`config.mk`:
```
export PLATFORM = sky130hd
export DESIGN_NAME = dmem_mmio_bridge
export DESIGN_NICKNAME = d
export VERILOG_FILES = /design/src/rtl/dmem_mmio_bridge.sv
export SDC_FILE = /design/constraint.sdc
export NUM_CORES = 1
export LEC_CHECK = 0
export BUFFER_PORTS_ARGS = -buffer_cell sky130_fd_sc_hd__buf_2
export CORE_MARGIN = 4
export CORE_UTILIZATION = 35
export CTS_BUF_LIST = sky130_fd_sc_hd__clkbuf_8
export DETAILED_ROUTE_END_ITERATION = 8
export GPL_TIMING_DRIVEN = 0
export SLEW_MARGIN = 20
export SYNTH_ARGS = -nofsm -noshare
export SYNTH_HDL_FRONTEND = slang
export SYNTH_SLANG_ARGS = --single-unit
```
`constraint.sdc`:
```
create_clock -name clock -period 2.41 [get_ports clock]
set_input_delay 0.3615 -clock clock [delete_from_list [all_inputs] [get_ports clock]]
set_output_delay 0.3615 -clock clock [all_outputs]
set_load 0.01 [all_outputs]
```
`src/rtl/dmem_mmio_bridge.sv`:
```
// Bridges the processor dmem port to the dmem syncram and decodes an 8-word MMIO page (TX FIFO, LED, cycle counter).
// Optional cycle counter: define CYCLE_COUNTER_EN to build it; otherwise offset 2 reads 0 and ignores writes.
module dmem_mmio_bridge #(
    parameter int          FIFO_DEPTH = 8,
    parameter logic [11:0] MMIO_BASE  = 12'hF00,
    parameter int          LED_WIDTH  = 8
) (
    input  logic                 clock,
    input  logic                 reset,
    input  logic [11:0]          address_dmem,
    input  logic [31:0]          data,
    input  logic                 wren,
    output logic [31:0]          q_dmem,
    output logic [11:0]          mem_address,
    output logic [31:0]          mem_data,
    output logic                 mem_wren,
    input  logic [31:0]          mem_q,
    output logic [7:0]           tx_data,
    output logic                 tx_valid,
    input  logic                 tx_ready,
    output logic [LED_WIDTH-1:0] led
);

    localparam int AW = $clog2(FIFO_DEPTH);
    localparam int CW = AW + 1;

    logic                 w_isMmio;
    logic [2:0]           w_offset;
    logic                 w_mmioWr;
    logic                 w_full;
    logic                 w_empty;
    logic                 w_push;
    logic                 w_pop;
    logic                 w_pushOk;
    logic [31:0]          w_status;
    logic [31:0]          w_ledExt;
    logic [31:0]          w_mmioRd;

    logic [7:0]           r_mem [FIFO_DEPTH];
    logic [AW-1:0]        r_rdPtr;
    logic [AW-1:0]        r_wrPtr;
    logic [CW-1:0]        r_count;
    logic                 r_overflow;
    logic [LED_WIDTH-1:0] r_led;

    assign w_isMmio    = (address_dmem[11:3] == MMIO_BASE[11:3]);
    assign w_offset    = address_dmem[2:0];
    assign w_mmioWr    = wren & w_isMmio;

    assign mem_address = address_dmem;
    assign mem_data    = data;
    assign mem_wren    = wren & ~w_isMmio;

    assign w_full   = (r_count == CW'(FIFO_DEPTH));
    assign w_empty  = (r_count == '0);
    assign tx_valid = ~w_empty;
    assign tx_data  = tx_valid ? r_mem[r_rdPtr] : 8'h00;

    // A full FIFO still accepts a push when the head is leaving on the same edge.
    assign w_push   = w_mmioWr & (w_offset == 3'd0);
    assign w_pop    = tx_valid & tx_ready;
    assign w_pushOk = w_push & (~w_full | w_pop);

    always_ff @(posedge clock) begin
        if (w_pushOk) begin
            r_mem[r_wrPtr] <= data[7:0];
        end
    end

    always_ff @(posedge clock or negedge reset) begin
        if (!reset) begin
            r_rdPtr    <= '0;
            r_wrPtr    <= '0;
            r_count    <= '0;
            r_overflow <= 1'b0;
        end else begin
            if (w_pushOk) begin
                r_wrPtr <= r_wrPtr + 1'b1;
            end
            if (w_pop) begin
                r_rdPtr <= r_rdPtr + 1'b1;
            end
            case ({w_pushOk, w_pop})
                2'b10:   r_count <= r_count + 1'b1;
                2'b01:   r_count <= r_count - 1'b1;
                default: r_count <= r_count;
            endcase
            if (w_push && !w_pushOk) begin
                r_overflow <= 1'b1;
            end else if (w_mmioWr && (w_offset == 3'd3)) begin
                r_overflow <= 1'b0;
            end
        end
    end

    always_ff @(posedge clock or negedge reset) begin
        if (!reset) begin
            r_led <= '0;
        end else if (w_mmioWr && (w_offset == 3'd1)) begin
            r_led <= data[LED_WIDTH-1:0];
        end
    end

    assign led = r_led;

`ifdef CYCLE_COUNTER_EN
    logic [31:0] r_cycle;

    // A write to CYCLE takes priority over the free-running increment.
    always_ff @(posedge clock or negedge reset) begin
        if (!reset) begin
            r_cycle <= '0;
        end else if (w_mmioWr && (w_offset == 3'd2)) begin
            r_cycle <= '0;
        end else begin
            r_cycle <= r_cycle + 32'd1;
        end
    end
`endif

    always_comb begin
        w_status           = '0;
        w_status[31]       = r_overflow;
        w_status[8 +: CW]  = r_count;
        w_status[1]        = w_full;
        w_status[0]        = w_empty;
    end

    always_comb begin
        w_ledExt                = '0;
        w_ledExt[LED_WIDTH-1:0] = r_led;
    end

    always_comb begin
        w_mmioRd = '0;
        case (w_offset)
            3'd0:    w_mmioRd = w_status;
            3'd1:    w_mmioRd = w_ledExt;
`ifdef CYCLE_COUNTER_EN
            3'd2:    w_mmioRd = r_cycle;
`endif
            default: w_mmioRd = '0;
        endcase
    end

    assign q_dmem = w_isMmio ? w_mmioRd : mem_q;

endmodule

```
==> results of run 1 <==
## power breakdown
part	internal [mW]	switching [mW]	total, mW
Clock	0.486	0.516	1.00
Sequential	1.61	0.0759	1.68
Combinational	0.773	0.714	1.49
## final cells by class
type                    count  area, µm²  area share
diodes                      1       2.50    0.000461
repair buffers            156        801       0.147
well taps                 143        179      0.0329
clock buffers               9        124      0.0228
flip-flops and latches     83       2400       0.441
multi-input cells         158       1410       0.260
inverters                   2       7.51     0.00138
plain buffers              58        433      0.0797
clock inverters             7       76.3      0.0140
## registers in the layout, summed over array words and instances (netlist names)
register	cells
led	8
r_overflow	1
r_mem	64
r_count	4
r_wrPtr	3
r_rdPtr	3
## cells by family after synthesis
family / after synthesis / share of synthesized area
flops: 83 / 0.577
buf+inv: 62 / 0.103
compound gates: 19 / 0.0259
fa+ha+maj: 5 / 0.0151
mux: 35 / 0.138
xor+xnor: 9 / 0.0190
simple gates: 90 / 0.121
## routing by layer
metal,vias to the layer above,routed length [µm]
met1,1379,4240
met5,-,0
li1,1385,-
met2,156,4990
met4,0,96
met3,6,855
## through the flow
| stage | setup WS [ns] | area [µm²] | utilization |
|---|---|---|---|
| after global routing | -0.000668 | 5430 | 0.472 |
| final | 0.114 | 5430 | 0.472 |
| after CTS | 0.0323 | 5390 | 0.468 |
| after detailed placement | -0.388 | 5130 | 0.445 |
| after global placement | -0.716 | 5110 | 0.444 |
| after floorplan | 0.00241 | 4180 | - |
## cells in the final DEF (no fill, tap or decap), drive strengths merged, types with 5 or more instances in the layout
master | netlist | final
o21ai | 14 | 14
edfxtp | 64 | 64
dfrtp | 19 | 19
nand2 | 28 | 28
mux2 | 11 | 11
mux2i | 8 | 8
nor2 | 14 | 14
and2 | 21 | 21
buf | 53 | 208
ha | 5 | 5
mux4 | 16 | 16
clkbuf | 7 | 14
xor2 | 5 | 5
nor3 | 8 | 8
## tightest hold or removal path: cells and delay by family
family / cells / cell delay [ns]
buffers and inverters: 1 / 0.14
AND/OR/NAND/NOR: 1 / 0.07
AO/OA/AOI/OAI: 1 / 0.06
## worst min path at each step
| stage | from | endpoint | slack, ns | cells after the start |
|---|---|---|---|---|
| 6_report | wren | r_overflow | 0.32 | 3 |
| 5_1_grt | wren | r_overflow | 0.33 | 3 |
| 4_1_cts | wren | r_overflow | 0.31 | 3 |
| 3_5_place_dp | reset | r_count[1] | 0.35 | 1 |
| 3_3_place_gp | reset | r_count[1] | 0.34 | 1 |
| 2_1_floorplan | reset | led[0] | 0.07 | 0 |
## timing repair
| action | 4_1_cts | 5_1_grt |
|---|---|---|
| pin swaps | 1 | 3 |
| endpoints found under the hold margin | 19 | 0 |
| endpoints found under the setup margin | 58 | 36 |
| hold buffers | 1 | 0 |
| buffers inserted | 2 | 4 |
| gates resized for setup | 14 | 8 |
==> results.py, run 1 <==
metrics = {
    "run_status": {
        "status": "complete, no violations",
    },
    "critical_path": {
        "reg2reg_from": "r_count[0]",
        "worst_setup_path_end_kind": "register",
        "worst-endpoint-required_ns": 2.65,
        "critical-path-max-stage-delay_ns": 0.38,
        "timing.critical_path.arrival_ns": 2.54,
        "class_of_the_most_critical_setup_path": "register to register",
        "crit_path_frequent_cell": "sky130_fd_sc_hd__xor2_1",
        "crit_family": "simple AND/OR/NAND/NOR gates",
        "timing.reg2reg.setup_slack_ns": 0.11,
        "worstPathBufferInverterCount": 2,
        "cpMaxStageDelayCell": "sky130_fd_sc_hd__dfrtp_1",
        "cp_max_fo": 8,
        "timing.critical_path.depth": 12,
        "setup.worst_path.start": "r_count[0]",
        "worst_setup_path_start_kind": "register",
        "crit-reg2reg-capture": "r_count[2]",
        "worst_r2r_path_cells": 12,
        "crit_path_to": "r_count[2]",
        "worstPathCellList": "buf_6 -> nor3_4 -> and3b_1 -> or3_1 -> buf_6 -> ha_4 -> xor2_1 -> ha_2 -> a21oi_2 -> xor2_1 -> nor2_1 -> xor2_1",
    },
    "global_route": {
        "global_route.peak_usage_layer": "met2",
        "global_route.usage.total": 0.150,
        "use_met2": 0.254,
        "global_route_wire_length_before_repair_um": 15400,
        "first_global_vias": 2953,
        "grt.overflow.total": 0,
        "grt_use_met3": 0.0334,
        "grt_max_degree": 20,
        "grtUsageMet1": 0.195,
        "grt_antenna_before_repair": 1,
    },
    "run": {
        "cap_violations": 0,
    },
    "die": {
        "placeableCoreArea_mm2": 0.0115,
        "floorplan.die_area_mm2": 0.0137,
        "io_pins": 174,
        "num_rows": 39,
        "initial_utilization": 0.360,
        "die_h_um": 117,
        "die_width_um": 117,
    },
    "detailed_routing": {
        "detailroute.via_count": 2926,
        "finalWirelength_um": 10200,
        "post_drt_wl_per_cell_um": 16.5,
        "detail-route-antenna-nets": 0,
        "drt_drc_violations_left": 0,
        "vias_per_inst": 4.74,
        "detailedRoute.firstIterationViolations": 116,
        "drtPass1Iterations": 4,
    },
    "synthesis": {
        "synth-edff-count": 64,
        "synthDominantCellAreaShare": 0.463,
        "synth_area_mm2": 0.00415,
        "synth_commonest_cells": "sky130_fd_sc_hd__edfxtp_1, sky130_fd_sc_hd__buf_4, sky130_fd_sc_hd__nand2_1, sky130_fd_sc_hd__and2_1, sky130_fd_sc_hd__dfrtp_1",
        "synth_cells": 303,
        "post-synth-top-count-cell": "sky130_fd_sc_hd__edfxtp_1",
        "ff_latch_count_synth": 83,
        "ys.warnings.count": 0,
        "ys_dominant_reg_cell": "sky130_fd_sc_hd__edfxtp_1",
        "synth_area_leaders": "sky130_fd_sc_hd__edfxtp_1, sky130_fd_sc_hd__dfrtp_1, sky130_fd_sc_hd__mux4_2",
        "syn_avg_cell_area_um2": 13.7,
        "number_of_library_cell_types_mapped_by_synthesis": 43,
        "seq_area_frac_synth": 0.577,
        "synth_top_area_cell": "sky130_fd_sc_hd__edfxtp_1",
        "synth.net_count": 388,
        "synthArstFlopShare": 0.229,
    },
    "pwr": {
        "cellPowerDensity_mw_per_mm2": 768,
        "leakage_nw": 2.32,
        "post-layout-total-power_mw": 4.17,
        "ir_worst_vdd_uv": 291,
    },
    "place": {
        "placedCellCount": 595,
        "port-buffer-count": 149,
        "place_congestion": 0.808,
        "hpwlAfterDp_um": 7890,
    },
    "cts": {
        "clock_tree_from_tritoncts": "built",
        "cts_clk_pin_slew_worst_paths_ns": 0.09,
        "clockBufferDepth": 2,
        "cts_root_buffer": "sky130_fd_sc_hd__clkbuf_8",
        "clk_latency_ns": 0.35,
        "tritoncts_num_sinks": 83,
        "htree_num_levels": 3,
        "numCtsBuffers": 9,
    },
    "timing": {
        "final.setup_skew_ns": 0.00721,
        "setup_tns_ns": 0,
        "worstMarginPinSlew_ns": 0.825,
        "final-setup-viol-count": 0,
        "slew_violations": 0,
        "finalHoldViolCount": 0,
        "post-route-period-util": 0.953,
        "fmaxAchievable_mhz": 435,
        "slew-limit-headroom": 0.447,
        "grt_setup_unrepaired": "true",
        "post-route-min-period_ns": 2.30,
        "holdWs_ns": 0.324,
    },
    "cells_and_area": {
        "final.fill_count": 1054,
        "num-nets-final": 553,
        "area_delta_synth_final_pct": 30.9,
        "layoutNonFillerInstCount": 617,
        "drive_gt1_frac": 0.575,
    },
    "min_path": {
        "min_path_type": "input pin to register",
    },
}
Power figures use the tool's default switching activity.
==> run 2: changes to the inputs <==
SETUP_SLACK_MARGIN = 0.4   (was not set)
==> results.py, run 2 (synthesized netlist as in run 1, its figures left out) <==
metrics = {
    "run_status": {
        "status": "complete, no violations",
    },
    "global_route": {
        "grt_max_degree": 20,
        "global_route.peak_usage_layer": "met2",
        "global_route.usage.total": 0.166,
        "global_route_wire_length_before_repair_um": 16900,
        "first_global_vias": 3219,
        "grt_use_met3": 0.0406,
        "grtUsageMet1": 0.208,
        "use_met2": 0.284,
        "grt_antenna_before_repair": 0,
        "grt.overflow.total": 0,
    },
    "critical_path": {
        "worst_setup_path_start_kind": "register",
        "worst-endpoint-required_ns": 2.66,
        "cp_max_fo": 5,
        "timing.reg2reg.setup_slack_ns": 0.11,
        "timing.critical_path.arrival_ns": 2.55,
        "worst_setup_path_end_kind": "register",
        "class_of_the_most_critical_setup_path": "register to register",
    },
    "detailed_routing": {
        "drt_drc_violations_left": 0,
        "detail-route-antenna-nets": 0,
        "detailroute.via_count": 3079,
        "finalWirelength_um": 11100,
        "detailedRoute.firstIterationViolations": 193,
        "post_drt_wl_per_cell_um": 16.9,
        "vias_per_inst": 4.71,
        "drtPass1Iterations": 4,
    },
    "place": {
        "hpwlAfterDp_um": 7640,
        "placedCellCount": 595,
        "port-buffer-count": 149,
        "place_congestion": 0.780,
    },
    "cells_and_area": {
        "drive_gt1_frac": 0.636,
        "layout.area.seq_mm2": 0.00240,
        "utilization": 0.522,
        "antennaDiodeCount": 0,
        "max_flop_register": "r_mem",
        "final.fill_count": 1001,
        "largest_reg_flops": 64,
        "area_delta_synth_final_pct": 44.8,
        "num-nets-final": 591,
        "most_common_cell_after_layout_fill_and_taps_aside": "sky130_fd_sc_hd__buf_2",
        "multi_input_area_mm2": 0.00155,
        "mostFrequentLayoutCells": "sky130_fd_sc_hd__buf_2, sky130_fd_sc_hd__buf_4, sky130_fd_sc_hd__edfxtp_1",
        "layoutNonFillerInstCount": 654,
    },
    "die": {
        "placeableCoreArea_mm2": 0.0115,
        "num_rows": 39,
        "initial_utilization": 0.360,
        "io_pins": 174,
        "die_h_um": 117,
        "die_width_um": 117,
        "floorplan.die_area_mm2": 0.0137,
    },
    "timing": {
        "final-setup-viol-count": 0,
        "worstMarginPinSlew_ns": 0.817,
        "final.setup_skew_ns": 0.0187,
        "grt_setup_unrepaired": "true",
        "slew_violations": 0,
        "post-route-min-period_ns": 2.30,
        "holdWs_ns": 0.325,
        "setup_tns_ns": 0,
        "post-route-period-util": 0.954,
        "slew-limit-headroom": 0.455,
        "finalHoldViolCount": 0,
        "fmaxAchievable_mhz": 435,
    },
    "pwr": {
        "pwr-share-comb": 0.429,
        "netSwitchingFraction": 0.311,
        "ir_worst_vdd_uv": 282,
        "cellPowerDensity_mw_per_mm2": 769,
        "p_seq_frac": 0.359,
        "power_frac_clock": 0.211,
        "total_switching_power_mw": 1.44,
        "post-layout-total-power_mw": 4.62,
        "internal_power_mw": 3.18,
        "leakage_nw": 2.59,
    },
    "run": {
        "cap_violations": 0,
    },
    "cts": {
        "numCtsBuffers": 9,
        "clk_latency_ns": 0.36,
        "tritoncts_num_sinks": 83,
        "cts_root_buffer": "sky130_fd_sc_hd__clkbuf_8",
        "cts_clk_pin_slew_worst_paths_ns": 0.09,
        "htree_num_levels": 3,
        "clockBufferDepth": 2,
        "clock_tree_from_tritoncts": "built",
    },
    "min_path": {
        "min_path_type": "input pin to register",
    },
}
[run 2: cell count changes in the layout (fill, tap and decap cells not counted), moves of 2 or more]
cell / change
sky130_fd_sc_hd__mux2i_2: +3
sky130_fd_sc_hd__nor2_2: -3
sky130_fd_sc_hd__buf_12: +7
sky130_fd_sc_hd__mux2i_1: -3
sky130_fd_sc_hd__nor3_4: +3
sky130_fd_sc_hd__ha_2: -2
sky130_fd_sc_hd__clkbuf_1: -2
sky130_fd_sc_hd__buf_4: +22
sky130_fd_sc_hd__nor3_2: -2
sky130_fd_sc_hd__ha_4: +2
sky130_fd_sc_hd__o21ai_1: +4
sky130_fd_sc_hd__buf_6: +8
sky130_fd_sc_hd__o21ai_0: -5
sky130_fd_sc_hd__nor2_4: +3
[run 2: worst max-delay path: stages, from the launching register on]
cell and delay, ns:
sky130_fd_sc_hd__dfrtp_1 0.37, sky130_fd_sc_hd__buf_6 0.13, sky130_fd_sc_hd__nor3_4 0.04, sky130_fd_sc_hd__and3b_1 0.18, sky130_fd_sc_hd__or3_4 0.33, sky130_fd_sc_hd__buf_6 0.14
sky130_fd_sc_hd__ha_4 0.17, sky130_fd_sc_hd__xor2_2 0.15, sky130_fd_sc_hd__ha_4 0.16, sky130_fd_sc_hd__a21oi_2 0.11, sky130_fd_sc_hd__xor2_1 0.17, sky130_fd_sc_hd__nor2_1 0.08
sky130_fd_sc_hd__xor2_1 0.16
[run 2: stage by stage]
stage               instance area (µm²)  setup WS [ns]
finish                             6010          0.111
CTS                                5820          0.111
global placement                   5170         -0.287
global route                       6010        -0.0147
floorplan                          4250         0.0389
detailed placement                 5170         -0.357
[run 2: final timing paths]
path / startpoint / to / depth (start not counted)
min in group asynchronous: reset / r_count[1] / 2
worst min-delay path: wren / r_overflow / 3
max in group asynchronous: reset / r_count[3] / 2
worst max-delay path: r_count[0] / r_count[2] / 12
worst min register to register: led[2] / led[2] / 1
worst max register to register: r_count[0] / r_count[2] / 12
[run 2: layer usage]
metal  vias up  wire length [µm]
li1       1462                 -
met1      1450              4340
met2       155              5710
met3        12               872
met4         0               129
met5         -                 0
[run 2: timing repair]
action,in CTS,in global routing
pin swaps,21,17
hold endpoints to repair,19,0
setup buffers,31,10
gates cloned,1,0
setup endpoints to repair,91,84
hold buffers,1,0
resized for setup,35,27
[run 2: cell type report]
class,count,area share
tap,143,0.0298
buffer,60,0.0812
clock inverter,7,0.0114
inverter,2,0.00125
sequential,83,0.399
multi-input combinational,158,0.258
clock buffer,9,0.0206
timing repair buffer,192,0.198
[run 2: power by group through the flow]
stage               Sequential [mW]  Combinational (mW)  Clock, mW
floorplan                      1.67                1.05          0
global placement               1.68                1.49          0
detailed placement             1.68                1.50          0
CTS                            1.66                1.88      0.992
global route                   1.67                2.17       1.08
finish                         1.66                1.98      0.977
==> run 3: changes to the inputs <==
CELL_PAD_IN_SITES_DETAIL_PLACEMENT = 0   (was not set)
CELL_PAD_IN_SITES_GLOBAL_PLACEMENT = 1   (was not set)
PLACE_DENSITY_LB_ADDON = 0.1   (was not set)
==> results.py, run 3 (synthesized netlist as in run 1, its figures left out) <==
metrics = {
    "run_status": {
        "status": "complete, no violations",
    },
    "pwr": {
        "pwr-share-comb": 0.415,
        "netSwitchingFraction": 0.309,
        "leakage_nw": 2.65,
        "internal_power_mw": 3.18,
        "ir_worst_vdd_uv": 322,
        "total_switching_power_mw": 1.42,
        "cellPowerDensity_mw_per_mm2": 742,
        "power_frac_clock": 0.223,
        "post-layout-total-power_mw": 4.60,
        "p_seq_frac": 0.361,
    },
    "timing": {
        "setup_ws_ns": 0.113,
        "slew-limit-headroom": 0.457,
        "final-setup-viol-count": 0,
        "post-route-period-util": 0.953,
        "final.setup_skew_ns": 0.0130,
        "slew_violations": 0,
        "grt_setup_unrepaired": "true",
        "fmaxAchievable_mhz": 435,
        "finalHoldViolCount": 0,
        "post-route-min-period_ns": 2.30,
        "holdWs_ns": 0.316,
        "worstMarginPinSlew_ns": 0.814,
    },
    "cells_and_area": {
        "layoutNonFillerInstCount": 651,
        "layout.area.seq_mm2": 0.00240,
        "max_flop_register": "r_mem",
        "area_delta_synth_final_pct": 49.2,
        "num-nets-final": 588,
        "final.fill_count": 987,
        "mostFrequentLayoutCells": "sky130_fd_sc_hd__buf_2, sky130_fd_sc_hd__buf_4, sky130_fd_sc_hd__edfxtp_1",
        "drive_gt1_frac": 0.665,
        "largest_reg_flops": 64,
        "utilization": 0.538,
        "most_common_cell_after_layout_fill_and_taps_aside": "sky130_fd_sc_hd__buf_2",
        "antennaDiodeCount": 0,
        "multi_input_area_mm2": 0.00158,
    },
    "critical_path": {
        "crit_path_to": "r_count[2]",
        "timing.critical_path.depth": 12,
        "setup.worst_path.start": "r_count[0]",
        "crit_family": "simple AND/OR/NAND/NOR gates",
        "timing.reg2reg.setup_slack_ns": 0.11,
        "cpMaxStageDelayCell": "sky130_fd_sc_hd__dfrtp_1",
        "worstPathBufferInverterCount": 2,
        "worst_setup_path_end_kind": "register",
        "worst_setup_path_start_kind": "register",
        "timing.critical_path.arrival_ns": 2.54,
        "reg2reg_from": "r_count[0]",
        "worstPathCellList": "buf_6 -> nor3_4 -> and3b_1 -> or3_4 -> buf_6 -> ha_4 -> xor2_4 -> ha_4 -> a21oi_2 -> xor2_1 -> nor2_1 -> xor2_1",
        "critical-path-max-stage-delay_ns": 0.37,
        "worst-endpoint-required_ns": 2.65,
        "class_of_the_most_critical_setup_path": "register to register",
        "crit-reg2reg-capture": "r_count[2]",
        "worst_r2r_path_cells": 12,
        "cp_max_fo": 4,
    },
    "place": {
        "setup_ws_pre_cts_ns": -0.385,
        "placedCellCount": 595,
        "port-buffer-count": 149,
        "place_congestion": 0.761,
        "hpwlAfterDp_um": 7900,
    },
    "cts": {
        "clockBufferDepth": 2,
        "numCtsBuffers": 9,
        "clock_tree_from_tritoncts": "built",
        "cts_root_buffer": "sky130_fd_sc_hd__clkbuf_8",
        "htree_num_levels": 3,
        "cts_clk_pin_slew_worst_paths_ns": 0.09,
        "tritoncts_num_sinks": 83,
        "clk_latency_ns": 0.35,
    },
    "global_route": {
        "global_route_wire_length_before_repair_um": 16500,
        "global_route.usage.total": 0.163,
        "first_global_vias": 3070,
        "grt_antenna_before_repair": 0,
        "grt.overflow.total": 0,
        "grt_max_degree": 20,
    },
    "die": {
        "die_width_um": 117,
        "floorplan.die_area_mm2": 0.0137,
        "io_pins": 174,
        "placeableCoreArea_mm2": 0.0115,
        "initial_utilization": 0.360,
        "die_h_um": 117,
        "num_rows": 39,
    },
    "detailed_routing": {
        "finalWirelength_um": 11100,
        "detailroute.via_count": 3067,
        "detailedRoute.firstIterationViolations": 154,
        "detail-route-antenna-nets": 0,
        "drt_drc_violations_left": 0,
        "post_drt_wl_per_cell_um": 17.1,
        "drtPass1Iterations": 4,
        "vias_per_inst": 4.71,
    },
    "run": {
        "cap_violations": 0,
    },
    "min_path": {
        "min_path_type": "input pin to register",
    },
}
==> run 3: cell count changes in the layout (fill, tap and decap cells not counted), moves of 5 or more <==
cell and change:
sky130_fd_sc_hd__and2_4 +6, sky130_fd_sc_hd__o21ai_0 -8, sky130_fd_sc_hd__nand2_1 -10, sky130_fd_sc_hd__and2_1 -6
sky130_fd_sc_hd__nand2_4 +6, sky130_fd_sc_hd__buf_2 -9, sky130_fd_sc_hd__o21ai_2 +5, sky130_fd_sc_hd__buf_6 +7
==> run 3: how the worst min path moves through the flow <==
stage                  from     endpoint  slack (ns)  depth (start not counted)
global placement      reset   r_count[3]        0.34                          1
floorplan             reset       led[0]        0.07                          0
CTS                 data[4]  r_mem[6][4]        0.31                          1
global route        data[4]  r_mem[6][4]        0.31                          1
detailed placement    reset   r_count[3]        0.34                          1
finish              data[4]  r_mem[7][4]        0.32                          1
==> run 3: cell type report <==
type,count,share of cell area
Buffer,60,0.0879
Clock buffer,10,0.0222
Clock inverter,6,0.0119
Inverter,2,0.00121
Multi-Input combinational cell,158,0.255
Sequential cell,83,0.387
Tap cell,143,0.0289
Timing Repair Buffer,189,0.205
==> run 3: stage by stage <==
step	area (µm²)	setup TNS [ns]
after floorplan	4250	0
after global placement	5170	-9.00
after detailed placement	5170	-9.64
after CTS	5900	0
after global routing	6190	0
final	6190	0
==> run 3: repair_timing <==
action	in CTS	in global routing
setup buffers	27	9
gates cloned	2	1
hold buffers	1	0
pin swaps	17	20
endpoints found under the setup margin	92	63
endpoints found under the hold margin	19	0
gates resized for setup	51	59
==> run 3: worst register-to-register path, cell delays in order (launching register included) <==
cell and delay, ns:
sky130_fd_sc_hd__dfrtp_1 0.37, sky130_fd_sc_hd__buf_6 0.14, sky130_fd_sc_hd__nor3_4 0.04, sky130_fd_sc_hd__and3b_1 0.17
sky130_fd_sc_hd__or3_4 0.33, sky130_fd_sc_hd__buf_6 0.14, sky130_fd_sc_hd__ha_4 0.18, sky130_fd_sc_hd__xor2_4 0.19
sky130_fd_sc_hd__ha_4 0.17, sky130_fd_sc_hd__a21oi_2 0.11, sky130_fd_sc_hd__xor2_1 0.16, sky130_fd_sc_hd__nor2_1 0.07
sky130_fd_sc_hd__xor2_1 0.13
==> run 3: power by group through the flow <==
stage          clock network [mW]  registers, mW  logic (mW)
2_1_floorplan                   0           1.67        1.05
3_3_place_gp                    0           1.68        1.49
3_5_place_dp                    0           1.69        1.51
4_1_cts                      1.06           1.66        1.84
5_1_grt                      1.12           1.67        2.07
6_report                     1.03           1.66        1.91
==> run 3: per-layer routing <==
| layer | vias up | share of wire | global-route usage |
|---|---|---|---|
| li1 | 1453 | - | - |
| met1 | 1457 | 0.39 | 0.202 |
| met2 | 150 | 0.53 | 0.284 |
| met3 | 7 | 0.073 | 0.0360 |
| met4 | 0 | 0.0097 | 0.0474 |
| met5 | - | 0 | 0 |
